[src/rtl/spi_adc_responder.sv]
// SPI mode-0 responder: takes a CMD_WIDTH-bit command on MOSI, then returns a RESP_WIDTH-bit sample on MISO.
// Define SPI_RESP_CMD_CHECK_EN so that only READ_CMD is answered; by default every command returns sample_i.
`timescale 1ns/1ps
module spi_adc_responder #(
  parameter int                   CMD_WIDTH   = 8,
  parameter int                   RESP_WIDTH  = 24,
  parameter logic [CMD_WIDTH-1:0] READ_CMD    = 8'h87,
  parameter int                   SYNC_STAGES = 2
) (
  input  logic                  clock_i,
  input  logic                  reset_i,
  input  logic                  SCLK_i,
  input  logic                  CS_i,
  input  logic                  MOSI_i,
  output logic                  MISO_o,
  input  logic [RESP_WIDTH-1:0] sample_i,
  output logic [CMD_WIDTH-1:0]  cmd_o,
  output logic                  cmd_valid_o,
  output logic                  done_o,
  output logic                  frame_error_o,
  output logic                  busy_o
);

  localparam int MAX_W = (CMD_WIDTH > RESP_WIDTH) ? CMD_WIDTH : RESP_WIDTH;
  localparam int CNT_W = $clog2(MAX_W + 1);

  typedef enum logic [1:0] {
    ST_IDLE  = 2'd0,
    ST_CMD   = 2'd1,
    ST_RESP  = 2'd2,
    ST_DRAIN = 2'd3
  } state_t;

  // The extra top flop on SCLK/CS is the "previous" sample used for edge detection.
  logic [SYNC_STAGES:0]   r_sclk_sync;
  logic [SYNC_STAGES:0]   r_cs_sync;
  logic [SYNC_STAGES-1:0] r_mosi_sync;

  logic w_sclk_rise;
  logic w_sclk_fall;
  logic w_cs_fall;
  logic w_cs_rise;
  logic w_mosi;

  state_t                r_state;
  logic [CNT_W-1:0]      r_cnt;
  logic [CMD_WIDTH-2:0]  r_cmd_sr;
  logic [RESP_WIDTH-2:0] r_resp_sr;
  logic                  r_miso;
  logic [CMD_WIDTH-1:0]  r_cmd;
  logic                  r_cmd_valid;
  logic                  r_done;
  logic                  r_frame_error;
  logic                  r_complete;
  logic                  r_busy;

  state_t                w_state_nxt;
  logic [CNT_W-1:0]      w_cnt_nxt;
  logic [CMD_WIDTH-2:0]  w_cmd_sr_nxt;
  logic [RESP_WIDTH-2:0] w_resp_sr_nxt;
  logic                  w_miso_nxt;
  logic [CMD_WIDTH-1:0]  w_cmd_nxt;
  logic                  w_cmd_valid_nxt;
  logic                  w_done_nxt;
  logic                  w_frame_error_nxt;
  logic                  w_complete_nxt;
  logic [CMD_WIDTH-1:0]  w_cmd_shift;
  logic                  w_is_read;
  logic                  w_accept;

  // Input synchronizers for the asynchronous SPI pins.
  always_ff @(posedge clock_i or posedge reset_i) begin
    if (reset_i) begin
      r_sclk_sync <= '0;
      r_cs_sync   <= '0;
      r_mosi_sync <= '0;
    end else begin
      r_sclk_sync <= {r_sclk_sync[SYNC_STAGES-1:0], SCLK_i};
      r_cs_sync   <= {r_cs_sync[SYNC_STAGES-1:0], CS_i};
      r_mosi_sync <= {r_mosi_sync[SYNC_STAGES-2:0], MOSI_i};
    end
  end

  assign w_sclk_rise = r_sclk_sync[SYNC_STAGES-1] & ~r_sclk_sync[SYNC_STAGES];
  assign w_sclk_fall = ~r_sclk_sync[SYNC_STAGES-1] & r_sclk_sync[SYNC_STAGES];
  assign w_cs_fall   = ~r_cs_sync[SYNC_STAGES-1] & r_cs_sync[SYNC_STAGES];
  assign w_cs_rise   = r_cs_sync[SYNC_STAGES-1] & ~r_cs_sync[SYNC_STAGES];
  assign w_mosi      = r_mosi_sync[SYNC_STAGES-1];

  assign w_cmd_shift = {r_cmd_sr, w_mosi};
  assign w_is_read   = (w_cmd_shift == READ_CMD);
`ifdef SPI_RESP_CMD_CHECK_EN
  assign w_accept    = w_is_read;
`else
  // Every command is answered; the READ_CMD match only matters with the check enabled.
  assign w_accept    = w_is_read | 1'b1;
`endif

  // Next-state and next-output logic for the frame FSM.
  always_comb begin
    w_state_nxt       = r_state;
    w_cnt_nxt         = r_cnt;
    w_cmd_sr_nxt      = r_cmd_sr;
    w_resp_sr_nxt     = r_resp_sr;
    w_miso_nxt        = r_miso;
    w_cmd_nxt         = r_cmd;
    w_cmd_valid_nxt   = 1'b0;
    w_done_nxt        = 1'b0;
    w_frame_error_nxt = 1'b0;
    w_complete_nxt    = r_complete;
    case (r_state)
      ST_IDLE: begin
        w_miso_nxt = 1'b0;
        if (w_cs_fall) begin
          w_state_nxt    = ST_CMD;
          w_cnt_nxt      = '0;
          w_cmd_sr_nxt   = '0;
          w_complete_nxt = 1'b0;
        end else begin
          w_state_nxt = ST_IDLE;
        end
      end
      ST_CMD: begin
        if (w_cs_rise) begin
          w_state_nxt       = ST_IDLE;
          w_frame_error_nxt = 1'b1;
          w_miso_nxt        = 1'b0;
          w_cnt_nxt         = '0;
        end else if (w_sclk_rise) begin
          w_cmd_sr_nxt = w_cmd_shift[CMD_WIDTH-2:0];
          if (r_cnt == CNT_W'(CMD_WIDTH - 1)) begin
            w_cmd_nxt       = w_cmd_shift;
            w_cmd_valid_nxt = 1'b1;
            w_cnt_nxt       = '0;
            if (w_accept) begin
              w_resp_sr_nxt = sample_i[RESP_WIDTH-2:0];
              w_miso_nxt    = sample_i[RESP_WIDTH-1];
              w_state_nxt   = ST_RESP;
            end else begin
              w_miso_nxt     = 1'b0;
              w_complete_nxt = 1'b0;
              w_state_nxt    = ST_DRAIN;
            end
          end else begin
            w_cnt_nxt = r_cnt + CNT_W'(1);
          end
        end else begin
          w_state_nxt = ST_CMD;
        end
      end
      ST_RESP: begin
        // The fall right after the last command bit keeps the MSB, which was loaded on that rise.
        if (w_cs_rise) begin
          w_state_nxt       = ST_IDLE;
          w_frame_error_nxt = 1'b1;
          w_miso_nxt        = 1'b0;
          w_cnt_nxt         = '0;
          w_resp_sr_nxt     = '0;
        end else if (w_sclk_rise) begin
          if (r_cnt == CNT_W'(RESP_WIDTH - 1)) begin
            w_miso_nxt     = 1'b0;
            w_cnt_nxt      = '0;
            w_complete_nxt = 1'b1;
            w_state_nxt    = ST_DRAIN;
          end else begin
            w_cnt_nxt = r_cnt + CNT_W'(1);
          end
        end else if (w_sclk_fall) begin
          if (r_cnt != '0) begin
            w_miso_nxt    = r_resp_sr[RESP_WIDTH-2];
            w_resp_sr_nxt = {r_resp_sr[RESP_WIDTH-3:0], 1'b0};
          end else begin
            w_miso_nxt = r_miso;
          end
        end else begin
          w_state_nxt = ST_RESP;
        end
      end
      ST_DRAIN: begin
        w_miso_nxt = 1'b0;
        if (w_cs_rise) begin
          w_state_nxt       = ST_IDLE;
          w_done_nxt        = r_complete;
          w_frame_error_nxt = ~r_complete;
          w_complete_nxt    = 1'b0;
        end else begin
          w_state_nxt = ST_DRAIN;
        end
      end
      default: begin
        w_state_nxt = ST_IDLE;
        w_miso_nxt  = 1'b0;
      end
    endcase
  end

  // Frame state and registered outputs.
  always_ff @(posedge clock_i or posedge reset_i) begin
    if (reset_i) begin
      r_state       <= ST_IDLE;
      r_cnt         <= '0;
      r_cmd_sr      <= '0;
      r_resp_sr     <= '0;
      r_miso        <= 1'b0;
      r_cmd         <= '0;
      r_cmd_valid   <= 1'b0;
      r_done        <= 1'b0;
      r_frame_error <= 1'b0;
      r_complete    <= 1'b0;
      r_busy        <= 1'b0;
    end else begin
      r_state       <= w_state_nxt;
      r_cnt         <= w_cnt_nxt;
      r_cmd_sr      <= w_cmd_sr_nxt;
      r_resp_sr     <= w_resp_sr_nxt;
      r_miso        <= w_miso_nxt;
      r_cmd         <= w_cmd_nxt;
      r_cmd_valid   <= w_cmd_valid_nxt;
      r_done        <= w_done_nxt;
      r_frame_error <= w_frame_error_nxt;
      r_complete    <= w_complete_nxt;
      r_busy        <= (w_state_nxt == ST_CMD) || (w_state_nxt == ST_RESP);
    end
  end

  assign MISO_o        = r_miso;
  assign cmd_o         = r_cmd;
  assign cmd_valid_o   = r_cmd_valid;
  assign done_o        = r_done;
  assign frame_error_o = r_frame_error;
  assign busy_o        = r_busy;

endmodule

[config.mk]
export PLATFORM = sky130hd
export DESIGN_NAME = spi_adc_responder
export DESIGN_NICKNAME = d
export VERILOG_FILES = /design/src/rtl/spi_adc_responder.sv
export SDC_FILE = /design/constraint.sdc
export NUM_CORES = 1
export LEC_CHECK = 0
export ABC_CLOCK_PERIOD_IN_PS = 2300
export CAP_MARGIN = 20
export CORE_MARGIN = 3
export CORE_UTILIZATION = 50
export DETAILED_ROUTE_END_ITERATION = 8
export PLACE_DENSITY_LB_ADDON = 0.05
export SKIP_CTS_REPAIR_TIMING = 1
export SLEW_MARGIN = 10
export SYNTH_ARGS = -nofsm -noshare
export SYNTH_HDL_FRONTEND = slang
export SYNTH_SLANG_ARGS = --single-unit
[constraint.sdc]
create_clock -name clock_i -period 2.3 [get_ports clock_i]
set_input_delay 0.575 -clock clock_i [delete_from_list [all_inputs] [get_ports clock_i]]
set_output_delay 0.575 -clock clock_i [all_outputs]
set_load 0.05 [all_outputs]
# Yosys cells after proc, flatten, opt, wreduce, memory -nomap -nowiden
# Cells that the tools add are included.
# totals
reg_bits	59
output_inout_bits	13
inputBits	29
elab_cells	118
# classes
n_eq_ne	24
n_reduce_logical	14
addsub	1
bitwise_logic	11
n_mux	54
# ops
op	n
23-bit 2-to-1 mux	7
23-bit case mux with 2 select lines	1
5-bit 2-to-1 mux	7
1-bit 2-to-1 mux	22
7-bit 2-to-1 mux	3
3-bit inequality test (second input constant)	6
2-bit 2-to-1 mux	8
2-bit inequality test (second input constant)	8
5-bit case mux with 3 select lines	1
7-bit case mux with 2 select lines	1
4-bit inequality test (second input constant)	3
4-bit AND reduction	3
2-bit case mux with 4 select lines	1
1-bit NOT	7
7-bit AND reduction	1
2-bit equality test (second input constant)	3
1-bit case mux with 3 select lines	2
6-bit AND reduction	1
5-bit by 1-bit adder with 5-bit output (second input constant)	1
5-bit by 3-bit equality test with 1-bit output (second input constant)	1
5-bit equality test (second input constant)	1
5-bit AND reduction	1
5-bit nonzero test	1
1-bit bitwise AND	4
other kinds (7)	10

# Depth between registers and ports, before layout
# logic_depth
ltp_word	8
depth_mapped	9
ltp_nobuf	6

# Least setup slack after synthesis
# Ideal clock, no wire load.
# synth_timing
path_type	reg2reg
from	register r_state[1]
to	register r_resp_sr[10]
path_buffers	2
path_stages_with_launch	8
synth_period_minus_slack_ns	1.949
t_arrival_ns	1.824
path_slack_ns	0.351
path_cell_list	dfrtp_1 -> inv_1 -> ha_1 -> clkbuf_8 -> and2b_2 -> a22oi_2 -> buf_6 -> mux2_4
# synth_between
elab_chain_cells	3
# synth_rtl
item	line_no	rtl
from (decl)	45	state_t r_state;
from (signal assigned)	212	r_state <= w_state_nxt;
2-bit equality test / 2-bit by 1-bit equality test with 1-bit output (equally long branches)	111	case (r_state)
3-bit inequality test (no line), or another cell as far along	-	
7-bit AND reduction (no line)	-	
to (signal assigned)	215	r_resp_sr <= w_resp_sr_nxt;
to (decl)	48	logic [RESP_WIDTH-2:0] r_resp_sr;
# Several ways; a longest one is shown, not always the timed one.
# A chain may end at the register's enable or synchronous reset.

# Worst setup path after layout
# layout_timing
from	register r_state[1]
to	register r_resp_sr[21]
# The elaborated chain is that of the path after synthesis.

==> impl_metrics.py <==
metrics = {
    "timing": {
        "fmax_ghz": 0.454,
        "setup_viol": 0,
        "rsz0062_at_grt": "no",
        "holdWs_ps": 347,
        "final.min_clock_period_ps": 2200,
        "finalHoldViolCount": 0,
        "finalMaxSlewViolations": 0,
        "tightest_slew_ps": 511,
        "fin_ws_ps": 98.0,
        "skew_ps": 7.02,
        "period_share": 0.957,
        "tns_ps": 0,
        "max-slew-margin-rel": 0.658,
    },
    "worst_hold_path": {
        "min_from": "r_mosi_sync[0]$_DFF_PP0_",
        "min_path_type": "register to register",
    },
    "power_and_ir_drop": {
        "finalPower_mw": 2.63,
        "power_density_nw_per_um2": 700,
        "peakVddDrop_mv": 0.451,
        "leakagePower_nw": 1.57,
    },
    "clocking": {
        "numCtsBuffers": 9,
        "cts_tree": "yes",
        "cts_root_buf": "clkbuf_8",
        "clk_latency_ps": 330,
        "cts_sinks": 59,
        "clock_path_buffers": 2,
        "cts.clk_slew.worst_paths_ps": 70,
        "htree_levels": 3,
    },
    "placement": {
        "port_buffers": 41,
        "placedCellCount": 372,
        "gp_congestion": 0.829,
        "place_ws_ps": 137,
        "place_area_um2": 3580,
        "hpwl_um": 3980,
    },
    "synth": {
        "synth_edf_count": 0,
        "synth.avg_cell_area_um2": 11.9,
        "syn_inst": 262,
        "synthTopCellsByArea": "dfrtp_1, mux2_4, o2bb2ai_1",
        "yosysTopAreaCell": "dfrtp_1",
        "synth_ff_type": "dfrtp_1",
        "yosysTopAreaCellShare": 0.473,
        "yosysWarningCount": 0,
        "yosys_register_bits": 59,
        "synth_cell_types": 50,
        "ys_async_sr_fraction": 1.00,
        "synth_nets": 300,
        "ys_seq_area_frac": 0.473,
        "syn_area_um2": 3120,
    },
    "routing": {
        "drtAntennaViolNets": 0,
        "drt-met1-wl_um": 3000,
        "drtPass1Iterations": 5,
        "met2_length_um": 2810,
        "drt_iter0_drc": 122,
        "vias_per_cell": 5.61,
        "drc": 0,
        "vias": 2177,
        "routedWlPerCell_um": 15.9,
        "top_layer": "met4",
        "dr_wl_met3_um": 272,
        "drt-total-wl_um": 6160,
    },
    "run": {
        "maxCapViolCount": 0,
    },
    "critical_path": {
        "path_class": "register to register",
        "crit_cells": 6,
        "worst-path-max-fanout": 23,
        "reg2reg_slack_ps": 100,
        "cp-end-kind": "register",
        "worstPathCellList": "inv_1 > ha_1 > and2b_2 > a22oi_2 > buf_4 > mux2_2",
        "cp.required_ps": 2510,
        "worst-path-buf-inv": 2,
        "cp_slowest_cell": "dfrtp_1",
        "crit_family": "buffers and inverters",
        "r2r_cells": 6,
        "reg2reg_from": "r_state[1]$_DFF_PP0_",
        "worst_path_largest_cell_delay_ps": 440,
        "start_kind": "register",
        "crit_end": "r_resp_sr[21]$_DFFE_PP0P_",
        "cp-startpoint": "r_state[1]$_DFF_PP0_",
        "arrival_ps": 2420,
        "reg2reg_to": "r_resp_sr[21]$_DFFE_PP0P_",
    },
    "global_routing": {
        "antenna_found_initial": 0,
        "grt_usage": 0.181,
        "grt_max_degree": 60,
        "gr-total-overflow": 0,
        "grt_pass1_vias": 2122,
        "grt_pass1_wl_um": 10300,
    },
    "floorplanning": {
        "start_util": 0.521,
        "io-pin-count": 42,
        "rows": 28,
        "dieArea_um2": 7230,
        "die_h_um": 85.0,
        "die_x_um": 85.0,
        "fp.coreArea_um2": 5990,
    },
    "run_status": {
        "status": "finished clean",
    },
    "cells_and_area": {
        "num_antenna_cells": 0,
        "layout-drive-gt1-share": 0.224,
        "syn_to_final_growth_pct": 20.3,
        "final_area_um2": 3760,
        "fin_nets": 346,
        "post-route-util": 0.627,
        "layout.cells.non_filler": 388,
    },
}
-- report_power, final --
part,switching [mW],leakage [nW],internal [mW]
Sequential,0.0549,0.685,1.11
Combinational,0.355,0.798,0.274
Clock,0.391,0.0905,0.448
Total,0.801,1.57,1.83
-- flip-flops by register name, summed over array words and instances, names as in the netlist --
signal         cells
done_o             1
r_mosi_sync        2
r_cnt              5
frame_error_o      1
cmd_o              8
busy_o             1
cmd_valid_o        1
r_complete         1
r_state            2
MISO_o             1
r_cmd_sr           7
r_resp_sr         23
r_cs_sync          3
r_sclk_sync        3
-- final cells by class --
cell class	count	area, um2
timing repair buffer	52	505
tap	75	93.8
multi-input combinational	164	1430
clock inverter	2	10.0
fill	498	2230
sequential	59	1480
inverter	22	82.6
clock buffer	14	163
-- worst min-delay path by stage --
stage / slack [ps] / end / cells past startpoint
after CTS: 350 / r_mosi_sync[1]$_DFF_PP0_ / 0
after detailed placement: 340 / r_mosi_sync[1]$_DFF_PP0_ / 0
final: 350 / r_mosi_sync[1]$_DFF_PP0_ / 0
after global placement: 330 / r_sclk_sync[1]$_DFF_PP0_ / 0
after global routing: 360 / r_mosi_sync[1]$_DFF_PP0_ / 0
after floorplan: 330 / r_cs_sync[1]$_DFF_PP0_ / 0
-- cells by family after synthesis --
family / Yosys count / synth area share
AND/OR/NAND/NOR: 60 / 0.108
flip-flops: 59 / 0.473
AO/OA/AOI/OAI: 54 / 0.144
multiplexers: 40 / 0.164
buffers and inverters: 39 / 0.0721
adder cells (fa/ha/maj): 10 / 0.0393
-- Yosys cell counts (all sizes together), types with 2 or more instances --
library cell and instances:
dfrtp 59, mux2 32, nand2 30, inv 22, o2bb2ai 22, clkbuf 12, ha 9, mux2i 8
buf 5, o211ai 5, a21oi 4, nand3 4, nor2 4, o2111ai 4, nor3 3, a221oi 2
and2 2, and2b 2, and3 2, nand2b 2, nor3b 2, o22ai 2, or2b 2
-- routing by layer --
metal  track usage  vias up
met3        0.0553        9
li1              -     1032
met5             0        -
met4        0.0561        0
met1         0.251     1085
met2         0.273       51
-- cells in the final DEF (no fill, tap or decap), types with 3 or more instances in the layout --
| cell type | Yosys | final |
|---|---|---|
| mux2_2 | 13 | 13 |
| a21oi_1 | 4 | 4 |
| clkdlybuf4s50_1 | 0 | 41 |
| o2111ai_1 | 4 | 4 |
| o211ai_1 | 5 | 5 |
| o2bb2ai_1 | 22 | 22 |
| mux2i_1 | 8 | 8 |
| clkbuf_1 | 6 | 3 |
| clkbuf_8 | 6 | 11 |
| nand3_1 | 4 | 4 |
| inv_1 | 22 | 21 |
| dfrtp_1 | 59 | 59 |
| ha_1 | 9 | 9 |
| mux2_4 | 19 | 19 |
| nand2_1 | 30 | 30 |
| buf_4 | 0 | 10 |
| nor2_1 | 4 | 4 |
(Power assumes the default switching activity.)
